**src/rtl/wire_stim_seq_pkg.sv**
```systemverilog
// -----------------------------------------------------------------------------
// wire_stim_seq_pkg
// Shared definitions for the wireTest2 stimulus sequencer: FSM state encoding,
// number of pattern steps and the {W,X} drive value of each step.
// No ports (package).
// -----------------------------------------------------------------------------
package wire_stim_seq_pkg;

    typedef enum logic [1:0] {
        StIdle   = 2'd0,
        StRun    = 2'd1,
        StFinish = 2'd2
    } state_e;

    localparam int unsigned NSTEPS = 5;
    localparam int unsigned STEP_W = 3;
    localparam logic [STEP_W-1:0] STEP_LAST = STEP_W'(NSTEPS - 1);

    // {W,X} drive per step: 00 -> 10 -> 11 -> 01 -> 00
    localparam logic [1:0] WX_STEP0 = 2'b00;
    localparam logic [1:0] WX_STEP1 = 2'b10;
    localparam logic [1:0] WX_STEP2 = 2'b11;
    localparam logic [1:0] WX_STEP3 = 2'b01;
    localparam logic [1:0] WX_STEP4 = 2'b00;
    localparam logic [1:0] WX_OFF   = 2'b00;

endpackage

```
**src/rtl/wire_stim_seq_pattern.sv**
```systemverilog
// -----------------------------------------------------------------------------
// wire_stim_seq_pattern
// Combinational decode of a pattern step index into the {W,X} drive value.
// Ports:
//   i_step  step index 0..4 (other codes decode to 00)
//   o_wx    {W,X} drive value for that step
// -----------------------------------------------------------------------------
module wire_stim_seq_pattern
    import wire_stim_seq_pkg::*;
(
    input  logic [STEP_W-1:0] i_step,
    output logic [1:0]        o_wx
);

    always_comb begin
        o_wx = WX_OFF;
        case (i_step)
            3'd0:    o_wx = WX_STEP0;
            3'd1:    o_wx = WX_STEP1;
            3'd2:    o_wx = WX_STEP2;
            3'd3:    o_wx = WX_STEP3;
            3'd4:    o_wx = WX_STEP4;
            default: o_wx = WX_OFF;
        endcase
    end

endmodule

```
**src/rtl/wire_stim_seq.sv**
```systemverilog
// -----------------------------------------------------------------------------
// wire_stim_seq
// Clocked, restartable stimulus sequencer for the wireTest2 unit. Walks W/X
// through 00,10,11,01,00 holding each step DWELL cycles, samples {Y,Z} once
// per step, logs it, counts mismatches against exp_yz and reports pass.
// Ports:
//   clk, rst_n      clock (rising edge) and asynchronous active-low reset
//   start           run request, only honoured in IDLE
//   w_out, x_out    registered drive to wireTest2 W/X
//   y_in, z_in      wireTest2 Y/Z
//   exp_yz          expected {Y,Z} per step, step k at [2k+1:2k]
//   busy            high in RUN and FINISH
//   done            one-cycle pulse in FINISH
//   yz_log          sampled {Y,Z} per step, same packing as exp_yz
//   err_cnt         number of mismatching steps of the current/last run
//   pass            last completed run had no mismatches
// -----------------------------------------------------------------------------
module wire_stim_seq #(
    parameter int unsigned DWELL = 20
) (
    input  logic       clk,
    input  logic       rst_n,
    input  logic       start,
    output logic       w_out,
    output logic       x_out,
    input  logic       y_in,
    input  logic       z_in,
    input  logic [9:0] exp_yz,
    output logic       busy,
    output logic       done,
    output logic [9:0] yz_log,
    output logic [2:0] err_cnt,
    output logic       pass
);

    import wire_stim_seq_pkg::*;

    if (DWELL < 2) begin : g_bad_dwell
        $error("wire_stim_seq: DWELL must be 2 or more");
    end

    localparam int unsigned CNT_W = (DWELL < 2) ? 1 : $clog2(DWELL);
    // Sample one edge before the step boundary so the final step's sample
    // lands at E0+5*DWELL-1 and FINISH fills the last cycle of step 4.
    localparam logic [CNT_W-1:0] CNT_SAMPLE = CNT_W'(DWELL - 2);
    localparam logic [CNT_W-1:0] CNT_LAST   = CNT_W'(DWELL - 1);

    state_e            r_state;
    logic [STEP_W-1:0] r_step;
    logic [CNT_W-1:0]  r_cnt;
    logic [1:0]        r_wx;
    logic              r_busy;
    logic              r_done;
    logic [9:0]        r_yz_log;
    logic [2:0]        r_err_cnt;
    logic              r_pass;

    logic [STEP_W-1:0] w_step_next;
    logic [1:0]        w_wx_next;
    logic [1:0]        w_yz;
    logic [1:0]        w_exp_step;
    logic [9:0]        w_yz_log_next;
    logic              w_mismatch;

    assign w_step_next = r_step + 3'd1;
    assign w_yz        = {y_in, z_in};
    assign w_mismatch  = (w_yz != w_exp_step);

    wire_stim_seq_pattern u_pattern (
        .i_step (w_step_next),
        .o_wx   (w_wx_next)
    );

    // Select the expected pair for the current step and splice the sample
    // into its slot of the log.
    always_comb begin
        w_exp_step    = 2'b00;
        w_yz_log_next = r_yz_log;
        case (r_step)
            3'd0: begin
                w_exp_step         = exp_yz[1:0];
                w_yz_log_next[1:0] = w_yz;
            end
            3'd1: begin
                w_exp_step         = exp_yz[3:2];
                w_yz_log_next[3:2] = w_yz;
            end
            3'd2: begin
                w_exp_step         = exp_yz[5:4];
                w_yz_log_next[5:4] = w_yz;
            end
            3'd3: begin
                w_exp_step         = exp_yz[7:6];
                w_yz_log_next[7:6] = w_yz;
            end
            3'd4: begin
                w_exp_step         = exp_yz[9:8];
                w_yz_log_next[9:8] = w_yz;
            end
            default: ;
        endcase
    end

    always_ff @(posedge clk or negedge rst_n) begin
        if (!rst_n) begin
            r_state   <= StIdle;
            r_step    <= '0;
            r_cnt     <= '0;
            r_wx      <= WX_OFF;
            r_busy    <= 1'b0;
            r_done    <= 1'b0;
            r_yz_log  <= '0;
            r_err_cnt <= '0;
            r_pass    <= 1'b0;
        end else begin
            r_done <= 1'b0;
            case (r_state)
                StIdle: begin
                    r_wx <= WX_OFF;
                    if (start) begin
                        r_state   <= StRun;
                        r_busy    <= 1'b1;
                        r_step    <= '0;
                        r_cnt     <= '0;
                        r_wx      <= WX_STEP0;
                        r_yz_log  <= '0;
                        r_err_cnt <= '0;
                        r_pass    <= 1'b0;
                    end
                end
                StRun: begin
                    r_cnt <= r_cnt + 1'b1;
                    if (r_cnt == CNT_SAMPLE) begin
                        r_yz_log  <= w_yz_log_next;
                        r_err_cnt <= r_err_cnt + {2'b00, w_mismatch};
                        if (r_step == STEP_LAST) begin
                            r_state <= StFinish;
                            r_done  <= 1'b1;
                            r_wx    <= WX_OFF;
                            r_pass  <= (r_err_cnt == 3'd0) && !w_mismatch;
                        end
                    end else if (r_cnt == CNT_LAST) begin
                        r_step <= w_step_next;
                        r_cnt  <= '0;
                        r_wx   <= w_wx_next;
                    end
                end
                StFinish: begin
                    r_state <= StIdle;
                    r_busy  <= 1'b0;
                    r_wx    <= WX_OFF;
                end
                default: begin
                    r_state <= StIdle;
                    r_busy  <= 1'b0;
                    r_wx    <= WX_OFF;
                end
            endcase
        end
    end

    assign w_out   = r_wx[1];
    assign x_out   = r_wx[0];
    assign busy    = r_busy;
    assign done    = r_done;
    assign yz_log  = r_yz_log;
    assign err_cnt = r_err_cnt;
    assign pass    = r_pass;

endmodule

```
**config.mk**
```make
export PLATFORM = sky130hd
export DESIGN_NAME = wire_stim_seq
export DESIGN_NICKNAME = d
export VERILOG_FILES = /design/src/rtl/wire_stim_seq_pkg.sv /design/src/rtl/wire_stim_seq_pattern.sv /design/src/rtl/wire_stim_seq.sv
export SDC_FILE = /design/constraint.sdc
export NUM_CORES = 1
export LEC_CHECK = 0
export CORE_ASPECT_RATIO = 2
export CORE_MARGIN = 4
export CORE_UTILIZATION = 50
export DETAILED_ROUTE_END_ITERATION = 6
export PLACE_DENSITY = 0.85
export SLEW_MARGIN = 20
export SYNTH_ARGS = -nofsm -noshare
export SYNTH_HDL_FRONTEND = slang
export SYNTH_HIERARCHICAL = 1
export SYNTH_SLANG_ARGS = --single-unit
```
**constraint.sdc**
```tcl
create_clock -name clk -period 3.3 [get_ports clk]
set_input_delay 0.66 -clock clk [delete_from_list [all_inputs] [get_ports clk]]
set_output_delay 0.66 -clock clk [all_outputs]
set_load 0.05 [all_outputs]
```
==> impl_metrics.tcl, run 1 <==
set metrics [dict create \
    status "completed" \
    synthAdderAreaFrac 0.0748 \
    port_buffers 32 \
    synth_area_mm2 0.00151 \
    synth_top_family_by_area "simple AND/OR/NAND/NOR gates" \
    finalSetupTns_ns 0 \
    grt_max_degree 29 \
    cp-start-kind "flip-flop" \
    fp.coreArea_mm2 0.00294 \
    p_comb_frac 0.575 \
    switchingPower_w 0.000897 \
    io_pins 33 \
    nets 206 \
    ys_warn_count 6 \
    synth.mux.area_fraction 0.0889 \
    yosysUniqueCellTypes 35 \
    area_delta_synth_final_pct 27.5 \
    synth_compound_area_frac 0.154 \
    vias_per_cell 5.71 \
    initial_core_util 0.512 \
    hold_ws_ns 0.517 \
    drt-pass1-iter-count 4 \
    pwr-share-clk 0.112 \
    postRouteAntennaNets 0 \
    layout.core_utilization 0.653 \
    grt_first_pass_wirelength_mm 5.69 \
    setup_viol 0 \
    timing.final.crit_share 0.786 \
    drive_above_1_share 0.133 \
    pwr_density_cell_mw_per_mm2 1000 \
    cp.required_ns 3.48 \
    seqPwrFrac 0.313 \
    leakagePower_nw 0.869 \
    cts_tree "yes" \
    fin_worst_skew_ns 0.00385 \
    slew-limit-headroom 0.568 \
    synthesis.nets 170 \
    insertion_delay_ns 0.28 \
    synth-xor-area-share 0.0233 \
    postCtsHoldBufs 0 \
    detail_route.wl_per_cell_um 16.3 \
    antenna_found_initial 0 \
    die_x_um 46.8 \
    cp.arrival_ns 2.77 \
    cts_resized 0 \
    n_fill_cell 246 \
    num_antenna_cells 0 \
    synth_seq_cells 28 \
    hp-class "reg -> reg" \
    hold_viol_final 0 \
    p_int_w 0.00102 \
    slowest_delay_ns 0.46 \
    min_period_ns 2.59 \
    rsz0062_at_grt "no" \
    crit_chain "inv_1, ha_1, a222oi_1, o21ai_0, xor2_1, or2_2, ha_1, ha_1, nand3_1, xor2_1, nor2_1" \
    drt_iter0_markers 43 \
    fmax_mhz 385 \
    cp_common_cell "ha_1" \
    end_kind "flip-flop" \
    num_vias 1205 \
    cts_setup_buffers 0 \
    crit_type "reg -> reg" \
    crit_fanout 6 \
    die-area_mm2 0.00401 \
    grt_overflow 0 \
    yosys.area_share.simple 0.157 \
    cts_buffers 3 \
    cts_buffer_depth 2 \
    critical-path-slowest-cell "dfrtp_1" \
    clkSlewWorstSetupHoldPaths_ns 0.10 \
    maxSlewViolCount 0 \
    synth.avg_cell_area_um2 10.3 \
    dp.final_hpwl_mm 2.67 \
    synthCells 146 \
    final_cells 211 \
    cts_sinks 28 \
    die_y_um 85.6 \
    routed_wl_mm 3.45 \
    seq_area_frac_synth 0.465 \
    grt_pass1_vias 1284 \
    maxCapViolCount 0 \
    drc_errors 0 \
    cts-root-buf "clkbuf_8" \
    worst_pin_slew_ns 0.647 \
    grtUsageTotal 0.191 \
    place_inst 207 \
    vdd.ir_drop.worst_uv 735 \
    swShare 0.467 \
    rows 28 \
    ctsHtreeMaxLevel 1 \
    place_congestion 0.790 \
]
## cell families after synthesis
family | after synthesis
simple gates | 45
xor+xnor | 4
compound gates | 34
fa+ha+maj | 9
buf+inv | 14
mux | 12
flops | 28
## cell usage after synthesis
library cell | instances | area share
nor3b_1 | 1 | 0.0050
or2_2 | 1 | 0.0042
o21bai_1 | 3 | 0.015
xor2_1 | 3 | 0.017
and2_1 | 3 | 0.012
a21o_1 | 1 | 0.0050
mux2i_1 | 1 | 0.0066
dfrtp_1 | 28 | 0.47
a32oi_1 | 1 | 0.0058
o221ai_1 | 1 | 0.0058
a22oi_1 | 1 | 0.0050
o21ai_2 | 1 | 0.0058
ha_1 | 9 | 0.075
a2bb2oi_1 | 1 | 0.0058
a21oi_1 | 8 | 0.027
clkbuf_1 | 1 | 0.0025
o22ai_1 | 1 | 0.0042
o32ai_2 | 1 | 0.011
and4bb_4 | 1 | 0.011
xnor2_1 | 1 | 0.0058
o21ai_0 | 10 | 0.033
and4bb_2 | 1 | 0.0083
buf_2 | 2 | 0.0066
nand2b_1 | 1 | 0.0042
o21bai_2 | 1 | 0.0075
nand3_4 | 1 | 0.012
mux2_2 | 11 | 0.082
nor2b_1 | 2 | 0.0083
nand3_1 | 5 | 0.017
a222oi_1 | 1 | 0.0066
a22o_1 | 3 | 0.017
nor2_1 | 10 | 0.025
nand2_1 | 17 | 0.042
inv_1 | 11 | 0.027
or3_1 | 2 | 0.0083
## flip-flops by register name, indices dropped and copies added (netlist names)
signal,count
busy,1
done,1
err_cnt,3
pass,1
r_cnt,5
r_state,2
r_step,3
r_wx,2
yz_log,10
## metal layers
layer | track usage | routed length, um | vias up
li1 | - | - | 581
met5 | 0 | 0 | -
met1 | 0.225 | 1370 | 586
met4 | 0.0554 | 47 | 0
met3 | 0.0231 | 152 | 6
met2 | 0.341 | 1870 | 32
## metrics by stage
stage	worst slack [ns]	total power, W	cell area [um2]
floorplan	0.930	0.00138	1510
global placement	0.582	0.00168	1870
detailed placement	0.535	0.00172	1870
CTS	0.717	0.00194	1920
global route	0.627	0.00206	1920
finish	0.706	0.00192	1920
## layout make-up
cell class | count | area [um2] | share of cell area
Clock buffer | 4 | 55.1 | 0.0287
Sequential cell | 28 | 701 | 0.365
Tap cell | 30 | 37.5 | 0.0195
Multi-Input combinational cell | 104 | 751 | 0.391
Inverter | 11 | 41.3 | 0.0215
Timing Repair Buffer | 34 | 335 | 0.175
## critical path, delay by kind of cell, from the launching register on
| family | cells | cell delay, ns |
|---|---|---|
| XOR/XNOR | 2 | 0.33 |
| flip-flops | 1 | 0.46 |
| buffers and inverters | 1 | 0.13 |
| AO/OA/AOI/OAI | 2 | 0.46 |
| AND/OR/NAND/NOR | 3 | 0.44 |
| adder cells (fa/ha/maj) | 3 | 0.67 |
## power by group through the flow
| stage | logic [W] | registers (W) | clock network (W) |
|---|---|---|---|
| final | 0.00110 | 0.000601 | 0.000215 |
| after floorplan | 0.000507 | 0.000878 | 0 |
| after global placement | 0.00108 | 0.000595 | 0 |
| after detailed placement | 0.00111 | 0.000609 | 0 |
| after CTS | 0.00111 | 0.000602 | 0.000220 |
| after global routing | 0.00120 | 0.000623 | 0.000234 |
## final timing paths
kind	startpoint	to	slack (ns)	cells past startpoint
hold reg to reg	yz_log[9]	yz_log[9]	0.52	1
min in group asynchronous	rst_n	err_cnt[0]	0.75	2
hold / removal	yz_log[9]	yz_log[9]	0.52	1
setup reg to reg	r_step[0]	err_cnt[2]	0.71	11
max in group asynchronous	rst_n	r_state[1]	2.29	2
setup / recovery	r_step[0]	err_cnt[2]	0.71	11
## cell usage in the layout (no fill, tap or decap), types with 2 or more instances in the layout
| master | count |
|---|---|
| a21oi_1 | 8 |
| a22o_1 | 3 |
| and2_1 | 3 |
| buf_4 | 2 |
| clkbuf_8 | 4 |
| clkdlybuf4s50_1 | 32 |
| dfrtp_1 | 28 |
| ha_1 | 9 |
| inv_1 | 11 |
| mux2_2 | 11 |
| nand2_1 | 17 |
| nand3_1 | 5 |
| nor2_1 | 10 |
| nor2b_1 | 2 |
| o21ai_0 | 10 |
| o21bai_1 | 3 |
| or3_1 | 2 |
| xor2_1 | 3 |
Note: power is estimated with default switching activity, not from simulation.
==> inputs of run 2 (changes only) <==
--- a/config.mk
+++ b/config.mk
@@ -7,9 +7,9 @@
 export LEC_CHECK = 0
 export CORE_ASPECT_RATIO = 2
 export CORE_MARGIN = 4
-export CORE_UTILIZATION = 50
+export CORE_UTILIZATION = 45
 export DETAILED_ROUTE_END_ITERATION = 6
-export PLACE_DENSITY = 0.85
+export PLACE_DENSITY = 0.81
 export SLEW_MARGIN = 20
 export SYNTH_ARGS = -nofsm -noshare
 export SYNTH_HDL_FRONTEND = slang
==> constraint.sdc (replaced) <==
create_clock -name clk -period 2.3 [get_ports clk]
set_input_delay 0.46 -clock clk [delete_from_list [all_inputs] [get_ports clk]]
set_output_delay 0.46 -clock clk [all_outputs]
set_load 0.05 [all_outputs]
==> impl_metrics.tcl, run 2 (same netlist as run 1, synthesis figures left out) <==
set metrics [dict create \
    n_fill_cell 239 \
    place_congestion 0.798 \
    setup_ws_ns 0.00334 \
    detail_route.wl_per_cell_um 17.6 \
    timing.rr.start "r_step[0]" \
    cts_tree "yes" \
    grt_overflow 0 \
    drc_errors 0 \
    num_vias 1293 \
    reg2reg_to "err_cnt[2]" \
    hp-class "reg -> reg" \
    status "completed" \
    cts_sinks 28 \
    layout_commonest_cell "clkdlybuf4s50_1" \
    cp_common_cell "ha_4" \
    port_buffers 32 \
    cp-start-kind "flip-flop" \
    slowest_delay_ns 0.44 \
    drive_above_1_share 0.246 \
    setup_viol 0 \
    cp.arrival_ns 2.46 \
    critPathBufInv 1 \
    maxSlewViolCount 0 \
    end_kind "flip-flop" \
    postRouteAntennaNets 0 \
    die_y_um 89.8 \
    holdPathEnd "yz_log[4]" \
    crit_family "adder cells" \
    total_power_w 0.00320 \
    worst_pin_slew_ns 0.537 \
    maxCapViolCount 0 \
    pwr_density_cell_mw_per_mm2 1510 \
    final_cells 226 \
    fin_worst_skew_ns 0.00176 \
    antenna_found_initial 0 \
    vdd.ir_drop.worst_uv 1080 \
    rsz0062_at_grt "yes" \
    cts_buffers 3 \
    grt_max_degree 29 \
    crit_type "reg -> reg" \
    area_delta_synth_final_pct 40.5 \
    postCtsHoldBufs 0 \
    fmax_mhz 435 \
    crit_chain "buf_4, ha_4, a222oi_1, o21ai_1, xor2_1, or2_4, ha_4, ha_4, nand3_2, xor2_1, nor2_1" \
    num_antenna_cells 0 \
    leakagePower_nw 0.940 \
    grt_first_pass_wirelength_mm 6.80 \
    hold_viol_final 0 \
    die_x_um 48.9 \
    grtUsageTotal 0.194 \
    cts-root-buf "clkbuf_8" \
    ctsHtreeMaxLevel 1 \
    vias_per_cell 5.72 \
    fp.coreArea_mm2 0.00319 \
    min_period_ns 2.30 \
    routed_wl_mm 3.97 \
    drt_iter0_markers 31 \
    layout.core_utilization 0.663 \
    nets 220 \
    rows 29 \
    hold_start "yz_log[4]" \
    crit_path_start "r_step[0]" \
    insertion_delay_ns 0.27 \
    io_pins 33 \
    cp.required_ns 2.47 \
    finalSetupTns_ns 0 \
    clkSlewWorstSetupHoldPaths_ns 0.09 \
    slew-limit-headroom 0.641 \
    timing.final.crit_share 0.999 \
    rrSetupSlack_ns 0.003 \
    cts_buffer_depth 2 \
    holdPathStages 1 \
    layout_common_cells "clkdlybuf4s50_1 (32), dfrtp_1 (27), nand2_1 (17)" \
    grt_pass1_vias 1475 \
    drt-pass1-iter-count 4 \
    initial_core_util 0.472 \
    dp.final_hpwl_mm 2.93 \
    place_worst_setup_slack_ns -0.258 \
    largest_reg_flops 10 \
    place_inst 219 \
    crit_fanout 4 \
    rr_worst_depth 11 \
    die-area_mm2 0.00439 \
    critical-path-slowest-cell "dfrtp_1" \
]
run 2: timing repair:
item	4_1_cts	5_1_grt
gates resized for setup	15	1
pin swaps	6	4
setup buffers	3	0
setup endpoints to repair	2	3
run 2: per-stage QoR:
stage	hold slack, ns	instance area, um2
after floorplan	0.164	1510
after global placement	0.495	1950
after detailed placement	0.499	1950
after CTS	0.521	2110
after global routing	0.546	2120
final	0.518	2120
run 2: cell type report:
class	count	area, um2	area share
clock buffers	3	41.3	0.0195
clock inverters	1	30.0	0.0142
well taps	31	38.8	0.0183
repair buffers	48	440	0.208
inverters	11	41.3	0.0195
multi-input cells	104	823	0.389
flip-flops and latches	28	702	0.332
run 2: worst max path at each step:
stage / end / depth (start not counted)
floorplan: err_cnt[2] / 11
global placement: err_cnt[2] / 10
detailed placement: err_cnt[2] / 10
CTS: err_cnt[2] / 11
global route: err_cnt[2] / 11
finish: err_cnt[2] / 11
run 2: power breakdown:
group / total [W] / internal (W) / switching, W
registers: 0.000860 / 0.000693 / 0.000167
logic: 0.00195 / 0.000843 / 0.00111
clock network: 0.000387 / 0.000233 / 0.000154
run 2: layer usage:
metal  wire [um]  GRT usage  up-vias
li1            -          -      606
met1        1270      0.192      623
met2        2340      0.365       52
met3         227     0.0381       12
met4         128     0.0899        0
met5           0          0        -
